--- src/rtl/mips_pipe_pkg.sv ---
// -----------------------------------------------------------------------------
// mips_pipe_pkg
// Shared definitions for the 5-stage MIPS pipeline control blocks.
//   hz_state_e : hazard controller state (RUN, LU_STALL, MEM_WAIT)
//   FWD_*      : ALU operand forwarding select codes
//   REG_AW     : register-index width
// -----------------------------------------------------------------------------
package mips_pipe_pkg;

    localparam int REG_AW = 5;

    typedef enum logic [1:0] {
        RUN      = 2'd0,
        LU_STALL = 2'd1,
        MEM_WAIT = 2'd2
    } hz_state_e;

    localparam logic [1:0] FWD_REG   = 2'b00;
    localparam logic [1:0] FWD_EXMEM = 2'b01;
    localparam logic [1:0] FWD_MEMWB = 2'b10;

endpackage

--- src/rtl/hazard_ctrl_fwd_unit.sv ---
// -----------------------------------------------------------------------------
// fwd_unit
// Combinational forwarding compare for one ALU operand.
// Ports:
//   src        in  AW  source register of the instruction in EX
//   mem_rd     in  AW  destination register in MEM
//   mem_regWr  in  1   MEM-stage write enable
//   wb_rd      in  AW  destination register in WB
//   wb_regWr   in  1   WB-stage write enable
//   sel        out 2   FWD_REG / FWD_EXMEM / FWD_MEMWB
// -----------------------------------------------------------------------------
module fwd_unit
    import mips_pipe_pkg::*;
#(
    parameter int AW = 5
) (
    input  logic [AW-1:0] src,
    input  logic [AW-1:0] mem_rd,
    input  logic          mem_regWr,
    input  logic [AW-1:0] wb_rd,
    input  logic          wb_regWr,
    output logic [1:0]    sel
);

    logic mem_hit;
    logic wb_hit;

    // $0 is hardwired zero, so a write to it is never a real producer.
    assign mem_hit = mem_regWr && (mem_rd != '0) && (mem_rd == src);
    assign wb_hit  = wb_regWr  && (wb_rd  != '0) && (wb_rd  == src);

    // The MEM-stage result is younger, so it wins over WB.
    always_comb begin
        sel = FWD_REG;
        if (mem_hit) begin
            sel = FWD_EXMEM;
        end else if (wb_hit) begin
            sel = FWD_MEMWB;
        end
    end

endmodule

--- src/rtl/hazard_ctrl.sv ---
// -----------------------------------------------------------------------------
// hazard_ctrl
// Pipeline hazard and stall controller for the 5-stage MIPS pipeline.
// Drives PC / pipeline-register enables, flushes and ALU forwarding selects.
// Optional feature macro: HAZARD_PERF_EN (adds stall_cnt / flush_cnt).
//
//   state    | meaning
//   ---------+-------------------------------------------------------------
//   RUN      | normal issue; all hazard rules apply
//   LU_STALL | one cycle with the load-use bubble in EX; lu_hz ignored
//   MEM_WAIT | data memory access outstanding, pipeline frozen
//
// Ports:
//   clk, rst_n                       clock, synchronous active-low reset
//   id_rs/id_rt, id_uses_rs/rt       ID-stage sources
//   id_jump                          jump decoded in ID
//   ex_rs/ex_rt/ex_rd, ex_regWr,
//   ex_Mem2Reg, ex_branch_taken      EX-stage info
//   mem_rd/mem_regWr, wb_rd/wb_regWr MEM/WB writers
//   mem_req, dmem_ready              data-memory handshake
//   *_en, ifid_flush, idex_flush,
//   memwb_bubble                     pipeline register control
//   fwd_a, fwd_b                     ALU operand selects
//   hz_state                         registered controller state
//   stall_cnt, flush_cnt             perf counters (HAZARD_PERF_EN only)
// -----------------------------------------------------------------------------
module hazard_ctrl #(
    parameter int REG_AW = mips_pipe_pkg::REG_AW
`ifdef HAZARD_PERF_EN
    ,
    parameter int CNT_W  = 16
`endif
) (
    input  logic              clk,
    input  logic              rst_n,
    input  logic [REG_AW-1:0] id_rs,
    input  logic [REG_AW-1:0] id_rt,
    input  logic              id_uses_rs,
    input  logic              id_uses_rt,
    input  logic              id_jump,
    input  logic [REG_AW-1:0] ex_rs,
    input  logic [REG_AW-1:0] ex_rt,
    input  logic [REG_AW-1:0] ex_rd,
    input  logic              ex_regWr,
    input  logic              ex_Mem2Reg,
    input  logic              ex_branch_taken,
    input  logic [REG_AW-1:0] mem_rd,
    input  logic [REG_AW-1:0] wb_rd,
    input  logic              mem_regWr,
    input  logic              wb_regWr,
    input  logic              mem_req,
    input  logic              dmem_ready,
    output logic              pc_en,
    output logic              ifid_en,
    output logic              idex_en,
    output logic              exmem_en,
    output logic              memwb_en,
    output logic              ifid_flush,
    output logic              idex_flush,
    output logic              memwb_bubble,
    output logic [1:0]        fwd_a,
    output logic [1:0]        fwd_b,
    output logic [1:0]        hz_state
`ifdef HAZARD_PERF_EN
    ,
    output logic [CNT_W-1:0]  stall_cnt,
    output logic [CNT_W-1:0]  flush_cnt
`endif
);

    import mips_pipe_pkg::*;

    hz_state_e  state_q;
    hz_state_e  state_d;
    logic       mem_wait;
    logic       lu_hz;
    logic [1:0] fwd_a_raw;
    logic [1:0] fwd_b_raw;

    assign mem_wait = mem_req && !dmem_ready;

    // The instruction held in ID during LU_STALL already saw this load once;
    // the EX fields may still look like the load, so the check is masked.
    assign lu_hz = (state_q != LU_STALL) && ex_regWr && ex_Mem2Reg &&
                   (ex_rd != '0) &&
                   ((id_uses_rs && (ex_rd == id_rs)) ||
                    (id_uses_rt && (ex_rd == id_rt)));

    always_ff @(posedge clk) begin
        if (!rst_n) begin
            state_q <= RUN;
        end else begin
            state_q <= state_d;
        end
    end

    always_comb begin
        pc_en        = 1'b1;
        ifid_en      = 1'b1;
        idex_en      = 1'b1;
        exmem_en     = 1'b1;
        memwb_en     = 1'b1;
        ifid_flush   = 1'b0;
        idex_flush   = 1'b0;
        memwb_bubble = 1'b0;
        state_d      = RUN;

        if (!rst_n) begin
            pc_en        = 1'b0;
            ifid_en      = 1'b0;
            idex_en      = 1'b0;
            exmem_en     = 1'b0;
            memwb_en     = 1'b0;
            ifid_flush   = 1'b1;
            idex_flush   = 1'b1;
            memwb_bubble = 1'b1;
        end else if (mem_wait) begin
            pc_en    = 1'b0;
            ifid_en  = 1'b0;
            idex_en  = 1'b0;
            exmem_en = 1'b0;
            memwb_en = 1'b0;
            state_d  = MEM_WAIT;
        end else if (ex_branch_taken) begin
            // Squash both younger instructions; any lu_hz/jump is on the wrong path.
            ifid_flush = 1'b1;
            idex_flush = 1'b1;
        end else if (lu_hz) begin
            pc_en      = 1'b0;
            ifid_en    = 1'b0;
            idex_flush = 1'b1;
            state_d    = LU_STALL;
        end else if (id_jump) begin
            ifid_flush = 1'b1;
        end
    end

    fwd_unit #(.AW(REG_AW)) u_fwd_a (
        .src       (ex_rs),
        .mem_rd    (mem_rd),
        .mem_regWr (mem_regWr),
        .wb_rd     (wb_rd),
        .wb_regWr  (wb_regWr),
        .sel       (fwd_a_raw)
    );

    fwd_unit #(.AW(REG_AW)) u_fwd_b (
        .src       (ex_rt),
        .mem_rd    (mem_rd),
        .mem_regWr (mem_regWr),
        .wb_rd     (wb_rd),
        .wb_regWr  (wb_regWr),
        .sel       (fwd_b_raw)
    );

    assign fwd_a    = rst_n ? fwd_a_raw : FWD_REG;
    assign fwd_b    = rst_n ? fwd_b_raw : FWD_REG;
    assign hz_state = state_q;

`ifdef HAZARD_PERF_EN
    logic [CNT_W-1:0] stall_q;
    logic [CNT_W-1:0] stall_d;
    logic [CNT_W-1:0] flush_q;
    logic [CNT_W-1:0] flush_d;

    always_comb begin
        stall_d = stall_q;
        flush_d = flush_q;
        if (!pc_en && (stall_q != '1)) begin
            stall_d = stall_q + 1'b1;
        end
        if ((ifid_flush || idex_flush) && (flush_q != '1)) begin
            flush_d = flush_q + 1'b1;
        end
    end

    always_ff @(posedge clk) begin
        if (!rst_n) begin
            stall_q <= '0;
            flush_q <= '0;
        end else begin
            stall_q <= stall_d;
            flush_q <= flush_d;
        end
    end

    assign stall_cnt = stall_q;
    assign flush_cnt = flush_q;
`endif

endmodule

--- config.mk ---
export PLATFORM = sky130hd
export DESIGN_NAME = hazard_ctrl
export DESIGN_NICKNAME = d
export VERILOG_FILES = /design/src/rtl/mips_pipe_pkg.sv /design/src/rtl/hazard_ctrl_fwd_unit.sv /design/src/rtl/hazard_ctrl.sv
export SDC_FILE = /design/constraint.sdc
export NUM_CORES = 1
export LEC_CHECK = 0
export CAP_MARGIN = 10
export CORE_MARGIN = 2
export CORE_UTILIZATION = 25
export DETAILED_ROUTE_END_ITERATION = 16
export GPL_ROUTABILITY_DRIVEN = 0
export PLACE_DENSITY = 0.76
export SLEW_MARGIN = 20
export SYNTH_ARGS = -nofsm -noshare
export SYNTH_HDL_FRONTEND = slang
export SYNTH_SLANG_ARGS = --single-unit
export TNS_END_PERCENT = 30
--- constraint.sdc ---
create_clock -name clk -period 2.05 [get_ports clk]
set_clock_uncertainty 0.2 [all_clocks]
set_input_delay 0.41 -clock clk [delete_from_list [all_inputs] [get_ports clk]]
set_output_delay 0.41 -clock clk [all_outputs]
set_load 0.1 [all_outputs]
# [Word level (Yosys, flattened, before mapping)]
# Index checks and enable logic that the tools add are counted.
[totals] register_bits=2 in_bits=47 out_inout_bits=14 word_cells=54
[classes] n_eq_ne=7 muxes=25 bitwise_logic=1 n_reduce_logical=19
[ops] operator="equality test 5 bit" n=6
[ops] operator="2-to-1 mux 1 bit" n=18
[ops] operator="nonzero test 5 bit" n=3
[ops] operator="2-to-1 mux 2 bit" n=7
[ops] operator="logical AND 1 bit" n=13
[ops] operator="OR reduction 3 bit" n=1
[ops] operator="inequality test 2 x 1 -> 1 bit, second input constant" n=1
[ops] operator="logical NOT 1 bit" n=1
[ops] operator="logical OR 1 bit" n=1
[ops] operator="inverter 1 bit" n=1

# [Longest topological paths before layout]
# Gate-level depths: netlist of run 1.
[depth] depth_word=9 depth_mapped=5 mapped_depth_nobuf=4

# [Cells and area by module]
# From an unflattened synthesis of run 1, not the netlist that was laid out.
[unflattened] cells_unflattened=85 hier_area_um2=629.4
[modules_own_cells] mod="fwd_unit" instances=2 cells_each=21 area_each_um2=158.9
[modules_own_cells] mod="hazard_ctrl" instances=1 cells_each=43 area_each_um2=311.5

# [Worst setup path before layout of run 1]
# OpenSTA, ideal clock, no wires.
[synth_path] path_kind="register -> output" from="register state_q[0], in the netlist hz_state[0]" to="output port pc_en" arrival_time_ns=3.318 t_required_ns=1.440 setup_slack_ns=-1.878 path_stages_with_launch=6 path_cell_list="dfxtp_1 -> nand2b_1 -> o2111ai_2 -> nor2_1 -> a21oi_1 -> buf_4"
[synth_between] elab_chain_len=9
[synth_lines] item="start, declared" line_no="hazard_ctrl.sv:73" rtl="hz_state_e state_q;"
[synth_lines] item="start signal, assigned" line_no="hazard_ctrl.sv:93" rtl="state_q <= state_d;"
[synth_lines] item="inequality test 2 x 1 -> 1 bit" line_no="hazard_ctrl.sv:84" rtl="assign lu_hz = (state_q != LU_STALL) && ex_regWr && ex_Mem2Reg &&"
[synth_lines] item="logical AND 1 bit (3 in series)" line_no="hazard_ctrl.sv:84"
[synth_lines] item="logical AND 1 bit" line_no="hazard_ctrl.sv:85" rtl="(ex_rd != '0) &&"
[synth_lines] item="2-to-1 mux 1 bit (4 in series)"
[synth_lines] item="end, declared" line_no="hazard_ctrl.sv:53" rtl="output logic pc_en,"
# No other way between the ends.

# [Worst setup path in the final report of run 1]
[layout_path] from="input port ex_rt[2]" to="output port fwd_b[1]"
[layout_between] elab_chain_len=5 word_cells_on_any_way=7 classes_between="2 x eq/ne; 3 x mux; 2 x reduce/logical"
[layout_lines] item="start, declared" line_no="hazard_ctrl.sv:42" rtl="input logic [REG_AW-1:0] ex_rt,"
[layout_lines] item="equality test 5 bit" line_no="hazard_ctrl_fwd_unit.sv:30" rtl="assign wb_hit = wb_regWr && (wb_rd != '0) && (wb_rd == src);"
[layout_lines] item="logical AND 1 bit" line_no="hazard_ctrl_fwd_unit.sv:30"
[layout_lines] item="2-to-1 mux 2 bit" line_no="hazard_ctrl_fwd_unit.sv:37" rtl="end else if (wb_hit) begin"
[layout_lines] item="2-to-1 mux 2 bit (*)" line_no="hazard_ctrl_fwd_unit.sv:35" rtl="if (mem_hit) begin"
[layout_lines] item="2-to-1 mux 2 bit (*)" line_no="hazard_ctrl.sv:157" rtl="assign fwd_b = rst_n ? fwd_b_raw : FWD_REG;"
[layout_lines] item="end, declared" line_no="hazard_ctrl.sv:62" rtl="output logic [1:0] fwd_b,"
# Mark *: on every way between the ends. The rest lies on a longest branch, timed or not.

==> results of run 1 <==
==> worst min path at each step <==
stage,from,endpoint,slack [ns]
after detailed placement,hz_state[0],hz_state[0],0.62
after floorplan,mem_req,hz_state[1],0.40
final,mem_req,hz_state[1],0.51
after global routing,mem_req,hz_state[1],0.58
after global placement,hz_state[0],hz_state[0],0.61
after CTS,mem_req,hz_state[1],0.52
==> cell usage in the layout (no fill, tap or decap), types with 3 or more instances in the layout <==
| cell | synthesis | routed |
|---|---|---|
| or4_4 | 0 | 4 |
| inv_1 | 4 | 3 |
| xor2_1 | 14 | 13 |
| buf_12 | 0 | 14 |
| buf_4 | 3 | 21 |
| buf_6 | 0 | 3 |
| nor4_4 | 0 | 4 |
| clkbuf_4 | 0 | 3 |
| buf_2 | 0 | 4 |
| clkbuf_2 | 0 | 5 |
| clkdlybuf4s50_1 | 0 | 18 |
| dlygate4sd2_1 | 0 | 11 |
| xnor2_1 | 16 | 16 |
==> kinds of logic (layout without fill, tap and decap cells) <==
logic type / count (synthesis) / after routing
AOI/OAI and AO/OA: 9 / 9
and+or+nand+nor: 24 / 24
xor gates and xnor gates: 30 / 30
DFF: 2 / 2
buffers and inverters: 7 / 88
==> final cells by class <==
type | instances | area (sq um)
flip-flops and latches | 2 | 41.3
clock buffers | 3 | 22.5
inverters | 4 | 15.0
repair buffers | 81 | 855
well taps | 28 | 35.0
fillers | 175 | 591
multi-input cells | 63 | 611
==> power by group through the flow <==
stage / registers (W) / clock network, W / logic (W)
5_1_grt: 0.0000409 / 0.000102 / 0.000397
6_report: 0.0000408 / 0.0000936 / 0.000379
3_3_place_gp: 0.0000413 / 0 / 0.000365
3_5_place_dp: 0.0000414 / 0 / 0.000372
4_1_cts: 0.0000408 / 0.0000957 / 0.000378
2_1_floorplan: 0.0000469 / 0 / 0.000167
==> timing repair <==
item | 4_1_cts | 5_1_grt
hold buffers | 0 | 0
gates resized for setup | 76 | 20
pin swaps | 23 | 9
setup buffers | 1 | 0
cloned | 0 | 0
setup endpoints to repair | 11 | 8
==> metal layers <==
layer | vias up | share of wire [%] | GRT usage (%)
li1 | 412 | - | -
met1 | 379 | 32 | 16.5
met2 | 49 | 56 | 41.2
met3 | 4 | 10 | 4.60
met4 | 0 | 1.9 | 7.02
met5 | - | 0 | 0
==> metrics by stage <==
stage / total power, W / utilization [%]
after floorplan: 0.000214 / -
after global placement: 0.000406 / 69.6
after detailed placement: 0.000414 / 69.6
after CTS: 0.000515 / 73.3
after global routing: 0.000540 / 72.8
final: 0.000513 / 72.8
==> worst max-delay path, stage by stage <==
cell and delay, ns:
dlygate4sd2_1 0.26, xor2_1 0.16, or4_4 0.55, nor4_4 0.28, buf_12 0.22
==> metrics, run 1 <==
setup TNS -2.65 ns; CTS clock-pin slew for the worst setup and hold paths 0.04 ns; final slew viol count 0; Leakage between 0.6 and 0.7 nW; Hold Vio Cnt, Final 0; Worst-Margin Slew 0.297 ns; maxcap violations 0; Worst Setup EP fwd_b[1]; die height a little over 50 um; CP required 1.44 ns; drt total wl 2.47 mm; vias in the first global route 934; failing checks setup timing; TritonCTS clock tree done; initial antenna violation count 0; Power Density between 300 and 400 mW/mm^2; Worst IR Drop VDD 265 uV; CP startpoint ex_rt[2]; CP Capture Type output port; Synth area leader xnor2_1; DRT Pass-1 Iters 2; PortBufs 60; die area 0.00265 sq mm; H-tree depth 1; largest cells by area after synthesis xnor2_1 (25%), xor2_1 (22%), dfxtp_1 (7.1%); Worst-Skew Late Latency 0.24 ns; via count 844; core area between 0.002 and 0.0025 sq mm; number of synthesized register bits 2; drt wl/cell 13.6 um; Avg Synthesized Cell Area 7.84 sq um; Tcrit/Tclk final 121%; cell count after synthesis 72; Pint between 0.0002 and 0.0003 W; GR Overflow Total 0; switch share 44.0%; Design Area, Final 0.00158 sq mm; Clock Tree Root clkbuf_4; row cnt 17; first-pass GRT wire length approximately 3.8 mm; Synth Area in Simple Gates 27.9%; TritonCTS Sinks 2; number of flip-flops under the largest register name 2; Synth Area in Compound Gates 11.8%; final net count roughly 200; Post-Syn Nets 119; sequential power share 8.0%; DP Area 0.00151 sq mm; main combinational cell family by area after synthesis XOR/XNOR gates; post-synthesis xor/xnor area fraction 46.6%; DRC 0; Synth Area in Adders 0%; DR iter-0 viols 1; most frequent cell after synthesis xnor2_1; cells on worst reg2reg path 4; Slew HR approximately four fifths; Starting Density 26.0%; crit path launch type input port; crit path time final around 2.5 ns; logic gate share of total power 73.8%; CTS Buf Count 3; crit path max fanout 2; worst slack at placement -0.753 ns; Tot GR Track Use 19.3%; DP HPWL roughly 2.1 mm; Layout area overhead 180%; clk buf depth 2; switching power total about 0.00023 W; highest clock rate 402 MHz; Synth warnings 0; Synth top cells by count xnor2_1 (16), xor2_1 (14), or4_1 (5), inv_1 (4); largest net degree at the start of global routing 7; # setup viols final 8; Mapped Area approximately 560 sq um; Clk pwr share a little under a fifth; number of synthesized flops with an enable pin 0; Reg2Reg Setup Slack just under 0.8 ns; Crit Path Category input port to output port; final hold slack a little over 0.5 ns; hold depth 4; fraction of layout cells with a size suffix above 1 47.7%; reg-to-reg startpoint hz_state[1]; status finished with violations; # diodes 0; CP arrival between 1.5 and 2 ns; Top FF cell, synth dfxtp_1; FF-to-FF End hz_state[0]; RSZ-0062 raised after global routing yes; register area share after synthesis 7.10%; mux share of post-synthesis cell area 0%; Die W approximately 52 um; Yosys top cell area share 24.8%; Hold Crit Class input port to register; DP Cell Count 177; Ports 61; Synth async-reset ratio 0%; post-route insts no fill 181; Synth cell types 23; ANT nets after route 0; crit path setup slack, layout -0.437 ns; routed vias/inst 4.66
(Power assumes the default switching activity.)
==> run 2, diff against run 1 <==
- CTS_CLUSTER_DIAMETER: not set -> 100
==> results of run 2 <==
The final DEF is identical to that of run 1; final timing and power are the same.
